<file path="config.mk">
export PLATFORM = sky130hd
export DESIGN_NAME = imem_loader
export DESIGN_NICKNAME = d
export VERILOG_FILES = /design/src/rtl/imem_loader.sv
export SDC_FILE = /design/constraint.sdc
export NUM_CORES = 1
export LEC_CHECK = 0
export ABC_AREA = 0
export CORE_MARGIN = 10
export CORE_UTILIZATION = 30
export DETAILED_ROUTE_END_ITERATION = 6
export DONT_BUFFER_PORTS = 1
export SETUP_SLACK_MARGIN = 0.3
export SYNTH_ARGS = -nofsm -noshare
export SYNTH_HDL_FRONTEND = slang
export SYNTH_SLANG_ARGS = --single-unit
</file>
<file path="constraint.sdc">
create_clock -name clk -period 2.2 [get_ports clk]
set_clock_uncertainty 0.2 [all_clocks]
set_input_delay 0.44 -clock clk [delete_from_list [all_inputs] [get_ports clk]]
set_output_delay 0.44 -clock clk [all_outputs]
set_load 0.01 [all_outputs]
</file>
<file path="src/rtl/imem_loader.sv">
// imem_loader: byte-stream program loader feeding the instruction-memory write port.
// Accepts SYNC, LEN_LO, LEN_HI, then 4*N payload bytes (little-endian words),
// writes each assembled word to imem and keeps the core in reset until the image
// is complete. Optional trailing XOR checksum byte: define IMEM_LOADER_CHECKSUM_EN.
// Handshake: a byte transfers on a rising clk edge where in_valid & in_ready;
// in_ready drops only during the single WRITE cycle, and the source must hold
// its byte until it is accepted.
module imem_loader #(
    parameter int         ADDR_W      = 7,
    parameter logic [7:0] SYNC_BYTE   = 8'hA5,
    parameter int         TIMEOUT_CYC = 1000000
) (
    input  logic              clk,
    input  logic              rst,
    input  logic              in_valid,
    input  logic [7:0]        in_data,
    output logic              in_ready,
    output logic              we_o,
    output logic [ADDR_W-1:0] waddr_o,
    output logic [31:0]       wdata_o,
    output logic              cpu_rst_o,
    output logic              busy_o,
    output logic              done_o,
    output logic              err_o
);

    localparam int unsigned       DEPTH    = 1 << ADDR_W;
    localparam int                IDLE_W   = $clog2(TIMEOUT_CYC);
    localparam logic [IDLE_W-1:0] IDLE_MAX = IDLE_W'(TIMEOUT_CYC - 1);

`ifdef IMEM_LOADER_CHECKSUM_EN
    typedef enum logic [2:0] {IDLE, LEN0, LEN1, DATA, WRITE, CHK, DONE} state_t;
`else
    typedef enum logic [2:0] {IDLE, LEN0, LEN1, DATA, WRITE, DONE} state_t;
`endif

    state_t            state;
    logic [7:0]        len_lo;
    logic [ADDR_W:0]   len_q;
    logic [ADDR_W:0]   word_cnt;
    logic [1:0]        byte_cnt;
    logic [31:0]       asm_q;
    logic [IDLE_W-1:0] idle_cnt;
`ifdef IMEM_LOADER_CHECKSUM_EN
    logic [7:0]        xor_q;
`endif

    logic              hs;
    logic [15:0]       len_n;
    logic              len_bad;
    logic [ADDR_W:0]   word_nxt;
    logic              cnt_state;
    logic              timed_out;

    // Handshake, length decode and idle-timeout qualification.
    always_comb begin
        hs       = in_valid & in_ready;
        len_n    = {in_data, len_lo};
        len_bad  = (len_n == 16'd0) || ({16'd0, len_n} > DEPTH);
        word_nxt = word_cnt + {{ADDR_W{1'b0}}, 1'b1};
`ifdef IMEM_LOADER_CHECKSUM_EN
        cnt_state = (state == LEN0) || (state == LEN1) || (state == DATA) || (state == CHK);
`else
        cnt_state = (state == LEN0) || (state == LEN1) || (state == DATA);
`endif
        timed_out = cnt_state && !hs && (idle_cnt == IDLE_MAX);
    end

    // Loader FSM with registered outputs.
    always_ff @(posedge clk or negedge rst) begin
        if (!rst) begin
            state     <= IDLE;
            len_lo    <= '0;
            len_q     <= '0;
            word_cnt  <= '0;
            byte_cnt  <= '0;
            asm_q     <= '0;
            idle_cnt  <= '0;
`ifdef IMEM_LOADER_CHECKSUM_EN
            xor_q     <= '0;
`endif
            in_ready  <= 1'b1;
            we_o      <= 1'b0;
            waddr_o   <= '0;
            wdata_o   <= '0;
            cpu_rst_o <= 1'b1;
            busy_o    <= 1'b0;
            done_o    <= 1'b0;
            err_o     <= 1'b0;
        end else begin
            if (cnt_state) begin
                idle_cnt <= hs ? '0 : idle_cnt + 1'b1;
            end
            if (timed_out) begin
                // Abandon the frame; whatever was already written stays in imem.
                state  <= IDLE;
                err_o  <= 1'b1;
                busy_o <= 1'b0;
            end else begin
                case (state)
                    IDLE, DONE: begin
                        if (hs && in_data == SYNC_BYTE) begin
                            state     <= LEN0;
                            busy_o    <= 1'b1;
                            cpu_rst_o <= 1'b1;
                            err_o     <= 1'b0;
                            done_o    <= 1'b0;
                            word_cnt  <= '0;
                            byte_cnt  <= '0;
                            idle_cnt  <= '0;
`ifdef IMEM_LOADER_CHECKSUM_EN
                            xor_q     <= '0;
`endif
                        end
                    end
                    LEN0: begin
                        if (hs) begin
                            len_lo <= in_data;
                            state  <= LEN1;
                        end
                    end
                    LEN1: begin
                        if (hs) begin
                            len_q <= len_n[ADDR_W:0];
                            if (len_bad) begin
                                state  <= IDLE;
                                err_o  <= 1'b1;
                                busy_o <= 1'b0;
                            end else begin
                                state <= DATA;
                            end
                        end
                    end
                    DATA: begin
                        if (hs) begin
                            asm_q[{byte_cnt, 3'b000} +: 8] <= in_data;
                            byte_cnt <= byte_cnt + 2'd1;
`ifdef IMEM_LOADER_CHECKSUM_EN
                            xor_q    <= xor_q ^ in_data;
`endif
                            if (byte_cnt == 2'd3) begin
                                state    <= WRITE;
                                in_ready <= 1'b0;
                                we_o     <= 1'b1;
                                waddr_o  <= word_cnt[ADDR_W-1:0];
                                wdata_o  <= {in_data, asm_q[23:0]};
                            end
                        end
                    end
                    WRITE: begin
                        we_o     <= 1'b0;
                        in_ready <= 1'b1;
                        word_cnt <= word_nxt;
                        if (word_nxt == len_q) begin
`ifdef IMEM_LOADER_CHECKSUM_EN
                            state     <= CHK;
`else
                            state     <= DONE;
                            cpu_rst_o <= 1'b0;
                            done_o    <= 1'b1;
                            busy_o    <= 1'b0;
`endif
                        end else begin
                            state <= DATA;
                        end
                    end
`ifdef IMEM_LOADER_CHECKSUM_EN
                    CHK: begin
                        if (hs) begin
                            busy_o <= 1'b0;
                            if (in_data == xor_q) begin
                                state     <= DONE;
                                cpu_rst_o <= 1'b0;
                                done_o    <= 1'b1;
                            end else begin
                                state <= IDLE;
                                err_o <= 1'b1;
                            end
                        end
                    end
`endif
                    default: state <= IDLE;
                endcase
            end
        end
    end

endmodule
</file>
==> flow_metrics.env, run 1 <==
export IMPL_yosysMostFrequentCell="dfrtp_1"
export IMPL_finalCritPeriodShare=1.00
export IMPL_initial_core_util=0.303
export IMPL_fmax_mhz=454
export IMPL_clk_insertion_delay_late_ns=0.42
export IMPL_drc=0
export IMPL_p_per_area_mw_per_mm2=708
export IMPL_track_usage=0.123
export IMPL_core_mm2=0.0179
export IMPL_wl_mm=14.9
export IMPL_diodes=0
export IMPL_timing_final_ws_setup_ns=-0.00323
export IMPL_ys_seq_elements=118
export IMPL_row_count=49
export IMPL_synth_edf_count=0
export IMPL_dp_cells=741
export IMPL_critical_path_max_stage_delay_ns=0.53
export IMPL_slew_headroom=0.713
export IMPL_netlist_area_leader_share=0.534
export IMPL_setup_viol=1
export IMPL_seqPwrFrac=0.412
export IMPL_comb_power_share=0.006
export IMPL_multi_input_area_mm2=0.00287
export IMPL_hpwl_mm=9.14
export IMPL_numCtsBuffers=17
export IMPL_synth_async_reset_ratio=1.00
export IMPL_syn_nets=514
export IMPL_synthFlopType="dfrtp_1"
export IMPL_maxCapViolations=0
export IMPL_synth_cell_types=62
export IMPL_synth_commonest_cells="dfrtp_1 (116), nand2_1 (78), mux2_2 (55)"
export IMPL_crit_path_max_fanout=3
export IMPL_io_buffers=0
export IMPL_fin_tns_setup_ns=-0.00323
export IMPL_crit_path_end_kind="flip-flop"
export IMPL_viasPerCell=5.10
export IMPL_pin_count=56
export IMPL_die_area_mm2=0.0239
export IMPL_p_leak_uw=0.00341
export IMPL_pwr_share_clk=0.581
export IMPL_antenna_found_initial=0
export IMPL_worstPathArrival_ns=2.36
export IMPL_cp_depth=7
export IMPL_clock_path_buffers=2
export IMPL_clk_pin_slew_ns=0.06
export IMPL_postSynthCellCount=496
export IMPL_synth_area_per_cell_um2=11.0
export IMPL_vias=4125
export IMPL_cp_cell_sequence="or4_1 > nor4_2 > xor2_1 > nor4b_2 > buf_4 > o2111ai_2 > nand3_1"
export IMPL_grt_pass1_vias=4234
export IMPL_r2r_cells=7
export IMPL_violations="negative hold slack, negative setup slack"
export IMPL_critPathBufInv=1
export IMPL_ant_nets=0
export IMPL_p_int_uw=4200
export IMPL_drt_iter0_drc=311
export IMPL_ir_worst_vdd_mv=0.586
export IMPL_yosysTopAreaCell="dfrtp_1"
export IMPL_grt_pass1_wl_mm=23.2
export IMPL_cts_hold_buf=8
export IMPL_status="complete, but fails checks"
export IMPL_fin_cells=809
export IMPL_dr_pass1_iters=4
export IMPL_whs_ns=-0.490
export IMPL_worst_pin_slew_ns=0.430
export IMPL_grt_max_degree=119
export IMPL_area_delta_synth_final_pct=37.0
export IMPL_ys_top_cells_by_area="dfrtp_1 (53%), mux2_2 (11%), nand2_1 (5.4%), o21ai_0 (4.1%), xor2_1 (2.1%)"
export IMPL_die_w_um=155
export IMPL_critPathTopFamily="simple AND/OR/NAND/NOR gates"
export IMPL_hold_class="in -> async"
export IMPL_worst_ep_required_time_ns=2.35
export IMPL_place_worst_setup_slack_ns=-0.149
export IMPL_swShare=0.203
export IMPL_switchingPower_uw=1070
export IMPL_syn_area_mm2=0.00543
export IMPL_fin_crit_ns=2.20
export IMPL_die_y_um=155
export IMPL_regArea_mm2=0.00296
export IMPL_overflow=0
export IMPL_cts_sinks=118
export IMPL_worstSetupStartpointType="flip-flop"
export IMPL_r2r_slack_ns=-0.003
export IMPL_critPathKind="reg -> reg"
export IMPL_crit_slowest_cell="or4_1"
export IMPL_root_buffer="clkbuf_16"
export IMPL_drive_gt1_frac=0.386
export IMPL_cts_tree="built"
export IMPL_fillCellCount=1658
export IMPL_rsz0062_at_grt="yes"
export IMPL_place_congestion=0.844
export IMPL_ctsHtreeMaxLevel=4
export IMPL_wl_per_cell_um=18.4
export IMPL_yosysSeqAreaShare=0.544
export IMPL_hold_viol_final=118
export IMPL_drv_slew=0
export IMPL_fin_nets=586
export IMPL_yosys_warnings=0
-- power groups by stage --
stage / Sequential [uW] / Combinational, uW / Clock [uW]
after floorplan: 2210 / 5.32 / 0
after global placement: 2210 / 6.95 / 0
final: 2170 / 33.7 / 3060
after global routing: 2170 / 35.8 / 3210
after CTS: 2170 / 33.4 / 3110
after detailed placement: 2210 / 6.54 / 0
-- cell usage in the layout, fill, tap and decap left out, types with 3 or more instances in the layout --
cell,n
clkbuf_16,18
nor2_2,3
nand2b_1,5
nor3b_1,4
and3_4,4
o21ai_1,8
mux2_4,33
a22o_1,3
dfrtp_1,113
nand3_1,7
buf_4,53
mux2_2,22
nand4_1,5
xnor2_1,8
or3_4,3
nand2_1,70
nor2_1,23
buf_6,7
dlygate4sd3_1,8
a21oi_2,5
ha_1,5
clkinv_4,5
bufinv_16,5
inv_1,5
xor2_1,11
buf_12,3
a21oi_1,10
o21ai_0,34
nor3_1,6
nor3_4,5
dfrtp_2,3
nand2_4,5
-- cell families (layout without fill, tap and decap cells) --
group	count (synthesis)	count (layout)	synth area share
fa+ha+maj	8	8	0.0180
compound gates	85	85	0.0931
mux	56	56	0.116
simple gates	181	181	0.170
buf+inv	26	110	0.0210
xor+xnor	22	22	0.0380
flops	118	118	0.544
-- layer usage --
metal,vias to the layer above,track usage,part of all wire
li1,1899,-,-
met1,2100,0.140,0.41
met2,97,0.204,0.51
met3,29,0.0422,0.057
met4,0,0.0549,0.019
met5,-,0,0
-- final timing paths --
kind                               endpoint        from
worst max-delay path                 busy_o   len_lo[2]
worst min-delay path            idle_cnt[9]         rst
worst max register to register       busy_o   len_lo[2]
worst min register to register    asm_q[22]   asm_q[22]
max in group asynchronous       word_cnt[2]         rst
min in group clk                   asm_q[4]  in_data[4]
-- worst reg2reg max path: stages, from the launching register on --
cell,delay (ns)
dfrtp_1,0.37
or4_1,0.53
nor4_2,0.19
xor2_1,0.13
nor4b_2,0.29
buf_4,0.19
o2111ai_2,0.13
nand3_1,0.11
-- through the flow --
stage / total power [uW] / utilization / instance area [um2]
finish: 5270 / 0.416 / 7440
global route: 5420 / 0.416 / 7440
CTS: 5310 / 0.393 / 7030
detailed placement: 2220 / 0.334 / 5990
global placement: 2220 / 0.334 / 5990
floorplan: 2220 / - / 5540
-- what timing repair did --
action	in CTS	in global routing
resized for setup	56	60
buffers inserted	12	15
hold endpoints to repair	157	118
cloned	0	2
pin swaps	15	34
endpoints found under the setup margin	106	94
-- final cells by class --
class	count	share of cell area
Sequential cell	118	0.398
Multi-Input combinational cell	352	0.385
Timing Repair Buffer	73	0.0883
Clock buffer	17	0.0572
Tap cell	229	0.0385
Clock inverter	14	0.0301
Inverter	6	0.00303
-- flip-flops by register name, indices dropped and copies added, names as in the netlist, 2 cells and up --
name / cells
byte_cnt: 2
wdata_o: 32
word_cnt: 8
idle_cnt: 20
len_q: 8
len_lo: 8
waddr_o: 7
asm_q: 24
state: 3
No activity file was read; power rests on OpenSTA's default activity.
==> run 2: changes to the inputs <==
--- a/config.mk
+++ b/config.mk
@@ -10,7 +10,6 @@
 export CORE_UTILIZATION = 30
 export DETAILED_ROUTE_END_ITERATION = 6
 export DONT_BUFFER_PORTS = 1
-export SETUP_SLACK_MARGIN = 0.3
 export SYNTH_ARGS = -nofsm -noshare
 export SYNTH_HDL_FRONTEND = slang
 export SYNTH_SLANG_ARGS = --single-unit
==> flow_metrics.env, run 2 (synthesis results as in run 1) <==
export IMPL_die_y_um=155
export IMPL_fmax_mhz=460
export IMPL_worst_ep_required_time_ns=2.33
export IMPL_finalCritPeriodShare=0.989
export IMPL_whs_ns=-0.483
export IMPL_post_route_util=0.371
export IMPL_drv_slew=0
export IMPL_critPathKind="reg -> reg"
export IMPL_clk_pin_slew_ns=0.05
export IMPL_viasPerCell=5.07
export IMPL_die_w_um=155
export IMPL_antenna_found_initial=0
export IMPL_track_usage=0.117
export IMPL_clk_insertion_delay_late_ns=0.42
export IMPL_pin_count=56
export IMPL_rsz0062_at_grt="yes"
export IMPL_drive_gt1_frac=0.276
export IMPL_layout_common_cells="dfrtp_1 (115), nand2_1 (76), mux2_2 (55)"
export IMPL_io_buffers=0
export IMPL_p_leak_uw=0.00301
export IMPL_largest_register_ffs=32
export IMPL_hpwl_mm=9.19
export IMPL_numCtsBuffers=17
export IMPL_ctsHtreeMaxLevel=4
export IMPL_overflow=0
export IMPL_hold_viol_final=118
export IMPL_fin_nets=560
export IMPL_maxCapViolations=0
export IMPL_fin_crit_ns=2.17
export IMPL_grt_pass1_vias=3949
export IMPL_hold_class="in -> async"
export IMPL_worst_pin_slew_ns=0.476
export IMPL_drc=0
export IMPL_core_mm2=0.0179
export IMPL_cts_tree="built"
export IMPL_p_per_area_mw_per_mm2=724
export IMPL_root_buffer="clkbuf_16"
export IMPL_worstPathArrival_ns=2.30
export IMPL_ir_worst_vdd_mv=0.454
export IMPL_grt_max_degree=119
export IMPL_dr_pass1_iters=4
export IMPL_clock_path_buffers=2
export IMPL_place_congestion=0.841
export IMPL_ant_nets=0
export IMPL_wl_per_cell_um=17.5
export IMPL_crit_path_end_kind="flip-flop"
export IMPL_regMostFlops="wdata_o"
export IMPL_status="complete, but fails checks"
export IMPL_critPathBufInv=1
export IMPL_place_worst_setup_slack_ns=-0.158
export IMPL_setup_viol=0
export IMPL_grt_pass1_wl_mm=22.2
export IMPL_crit_slowest_cell="or4_4"
export IMPL_violations="negative hold slack"
export IMPL_vias=3967
export IMPL_slew_headroom=0.682
export IMPL_worstSetupStartpointType="flip-flop"
export IMPL_row_count=49
export IMPL_wl_mm=13.7
export IMPL_initial_core_util=0.303
export IMPL_critical_path_max_stage_delay_ns=0.55
export IMPL_cts_sinks=118
export IMPL_timing_final_ws_setup_ns=0.0253
export IMPL_critPathTopFamily="simple AND/OR/NAND/NOR gates"
export IMPL_area_delta_synth_final_pct=22.4
export IMPL_crit_path_max_fanout=4
export IMPL_diodes=0
export IMPL_layout_commonest_cell="dfrtp_1"
export IMPL_drt_iter0_drc=256
export IMPL_die_area_mm2=0.0239
export IMPL_cp_cell_sequence="or4_4 > nor4_4 > xor2_1 > nor4b_2 > buf_4 > nor3_2 > a211oi_2"
export IMPL_fin_tns_setup_ns=0
export IMPL_biggestRegsByFlops="wdata_o (32), asm_q (24), idle_cnt (20)"
export IMPL_cts_hold_buf=9
## run 2: worst paths after layout
kind	from	endpoint	slack, ns	cells past startpoint
setup reg to reg	len_lo[2]	state[0]	0.03	7
max in group asynchronous	rst	in_ready	2.06	0
min in group clk	asm_q[6]	asm_q[6]	0.27	2
hold reg to reg	asm_q[6]	asm_q[6]	0.27	2
setup / recovery	len_lo[2]	state[0]	0.03	7
hold / removal	rst	wdata_o[7]	-0.48	0
## run 2: repair_timing
item                       4_1_cts  5_1_grt
resized for setup                2       12
setup buffers                    0        0
setup endpoints to repair        3        9
hold endpoints to repair       157      118
## run 2: per-stage QoR
stage	instance area (um2)	power [uW]	instances	hold slack, ns
floorplan	5430	2220	496	-0.0556
global placement	5930	2220	743	-0.0513
detailed placement	5930	2220	743	-0.0513
CTS	6590	4870	783	-0.501
global route	6650	4980	783	-0.511
finish	6650	4810	783	-0.483
## run 2: layout make-up
type                    instances  area (um2)
multi-input cells             352        2430
clock buffers                  23         488
clock inverters                 8        73.8
flip-flops and latches        118        2960
repair buffers                 47         388
inverters                       6        22.5
well taps                     229         287
fillers                      1706       11300
## run 2: power breakdown
group	internal [uW]	switching (uW)	total, uW	leakage (uW)
clock	1660	945	2600	0.000275
combinational	14.0	21.6	35.6	0.00122
sequential	2170	0	2170	0.00151
## run 2: routing by layer
metal,share of wire,vias to the layer above,track usage
li1,-,1844,-
met1,0.43,2013,0.140
met2,0.48,87,0.183
met3,0.073,23,0.0532
met4,0.015,0,0.0382
met5,0,-,0
## run 2: worst reg2reg max path, cell delays in order (launching register included)
cell,delay [ns]
dfrtp_1,0.38
or4_4,0.55
nor4_4,0.17
xor2_1,0.11
nor4b_2,0.25
buf_4,0.17
nor3_2,0.05
a211oi_2,0.19
==> run 3: changes to the inputs <==
--- a/config.mk
+++ b/config.mk
@@ -10,6 +10,7 @@
 export CORE_UTILIZATION = 30
 export DETAILED_ROUTE_END_ITERATION = 6
 export DONT_BUFFER_PORTS = 1
+export SKIP_LAST_GASP = 1
 export SYNTH_ARGS = -nofsm -noshare
 export SYNTH_HDL_FRONTEND = slang
 export SYNTH_SLANG_ARGS = --single-unit
==> flow_metrics.env, run 3 (synthesis results as in run 1) <==
export IMPL_crit_path_max_fanout=4
export IMPL_wl_mm=13.7
export IMPL_cts_sinks=118
export IMPL_die_y_um=155
export IMPL_critPathBufInv=1
export IMPL_root_buffer="clkbuf_16"
export IMPL_die_area_mm2=0.0239
export IMPL_fillCellCount=1707
export IMPL_dpl_instance_area_mm2=0.00593
export IMPL_hpwl_mm=9.19
export IMPL_multi_input_area_mm2=0.00242
export IMPL_critical_path_max_stage_delay_ns=0.55
export IMPL_wl_per_cell_um=17.5
export IMPL_regArea_mm2=0.00296
export IMPL_r2r_start="len_lo[2]"
export IMPL_slew_headroom=0.682
export IMPL_grt_max_degree=119
export IMPL_stdcell_area_mm2=0.00664
export IMPL_critPathTopFamily="simple AND/OR/NAND/NOR gates"
export IMPL_p_leak_uw=0.00300
export IMPL_drive_gt1_frac=0.273
export IMPL_setup_viol=1
export IMPL_whs_ns=-0.483
export IMPL_rsz0062_at_grt="yes"
export IMPL_ir_worst_vdd_mv=0.453
export IMPL_crit_slowest_cell="or4_4"
export IMPL_worstPathArrival_ns=2.32
export IMPL_die_w_um=155
export IMPL_clk_pin_slew_ns=0.05
export IMPL_status="complete, but fails checks"
export IMPL_diodes=0
export IMPL_crit_path_end_kind="flip-flop"
export IMPL_largest_register_ffs=32
export IMPL_fin_nets=560
export IMPL_ctsHtreeMaxLevel=4
export IMPL_pin_count=56
export IMPL_finalCritPeriodShare=1.00
export IMPL_antenna_found_initial=0
export IMPL_worst_ep_required_time_ns=2.32
export IMPL_p_per_area_mw_per_mm2=725
export IMPL_viasPerCell=5.06
export IMPL_drv_slew=0
export IMPL_hold_class="in -> async"
export IMPL_layout_commonest_cell="dfrtp_1"
export IMPL_violations="negative hold slack, negative setup slack"
export IMPL_worst_pin_slew_ns=0.476
export IMPL_cp_cell_sequence="or4_4 > nor4_4 > xor2_1 > nor4b_2 > buf_4 > nor3_1 > a211oi_1"
export IMPL_crit_start="len_lo[2]"
export IMPL_track_usage=0.117
export IMPL_grt_pass1_vias=3949
export IMPL_clock_path_buffers=2
export IMPL_critPathKind="reg -> reg"
export IMPL_grt_pass1_wl_mm=22.2
export IMPL_core_mm2=0.0179
export IMPL_cts_tree="built"
export IMPL_post_route_util=0.371
export IMPL_layout_common_cells="dfrtp_1 (115), nand2_1 (76), mux2_2 (55)"
export IMPL_fin_crit_ns=2.20
export IMPL_initial_core_util=0.303
export IMPL_fmax_mhz=454
export IMPL_timing_final_ws_setup_ns=-0.00156
export IMPL_row_count=49
export IMPL_fin_tns_setup_ns=-0.00156
export IMPL_drc=0
export IMPL_ant_nets=0
export IMPL_cts_hold_buf=9
export IMPL_numCtsBuffers=17
export IMPL_hold_viol_final=118
export IMPL_worstSetupStartpointType="flip-flop"
export IMPL_maxCapViolations=0
export IMPL_drt_iter0_drc=273
export IMPL_clk_insertion_delay_late_ns=0.42
export IMPL_regMostFlops="wdata_o"
export IMPL_area_delta_synth_final_pct=22.2
export IMPL_biggestRegsByFlops="wdata_o (32), asm_q (24), idle_cnt (20)"
export IMPL_io_buffers=0
export IMPL_dr_pass1_iters=5
export IMPL_vias=3965
export IMPL_overflow=0
export IMPL_place_congestion=0.841
==> run 3: cell counts in the layout (fill, tap and decap cells not counted) <==
No cell type changed its count.
==> run 3: final timing paths <==
check	end	slack, ns	cells past startpoint
min	wdata_o[7]	-0.48	0
min in group clk	asm_q[6]	0.27	2
max in group asynchronous	in_ready	2.06	0
max	state[0]	-0.002	7
max reg2reg	state[0]	-0.002	7
min reg2reg	asm_q[6]	0.27	2
==> run 3: report_power, final <==
group | total (uW) | switching [uW] | internal, uW | leakage (uW)
logic | 35.5 | 21.5 | 14.0 | 0.00122
registers | 2170 | 0 | 2170 | 0.00151
clock network | 2600 | 946 | 1660 | 0.000275
==> run 3: area by class of cell <==
cell class / instances / area share
sequential: 118 / 0.445
multi-input combinational: 352 / 0.365
clock buffer: 23 / 0.0735
timing repair buffer: 47 / 0.0584
tap: 229 / 0.0432
clock inverter: 8 / 0.0111
inverter: 6 / 0.00339
==> run 3: metal layers <==
layer / routed length (um) / GRT usage / up-vias
li1: - / - / 1845
met1: 5950 / 0.140 / 2015
met2: 6640 / 0.183 / 83
met3: 911 / 0.0532 / 22
met4: 195 / 0.0382 / 0
met5: 0 / 0 / -
==> run 3: metrics by stage <==
stage	setup WS, ns	instances	total power, uW	hold WS (ns)
finish	-0.00156	783	4810	-0.483
global route	-0.133	783	4980	-0.511
CTS	0.00783	783	4870	-0.501
detailed placement	-0.158	743	2220	-0.0513
global placement	-0.134	743	2220	-0.0513
floorplan	0.00171	496	2220	-0.0556
==> run 3: what timing repair did <==
| action | 4_1_cts | 5_1_grt |
|---|---|---|
| endpoints found under the hold margin | 157 | 118 |
| setup endpoints to repair | 3 | 9 |
| cloned | 0 | 0 |
| buffers inserted | 0 | 0 |
| gates resized for setup | 2 | 10 |
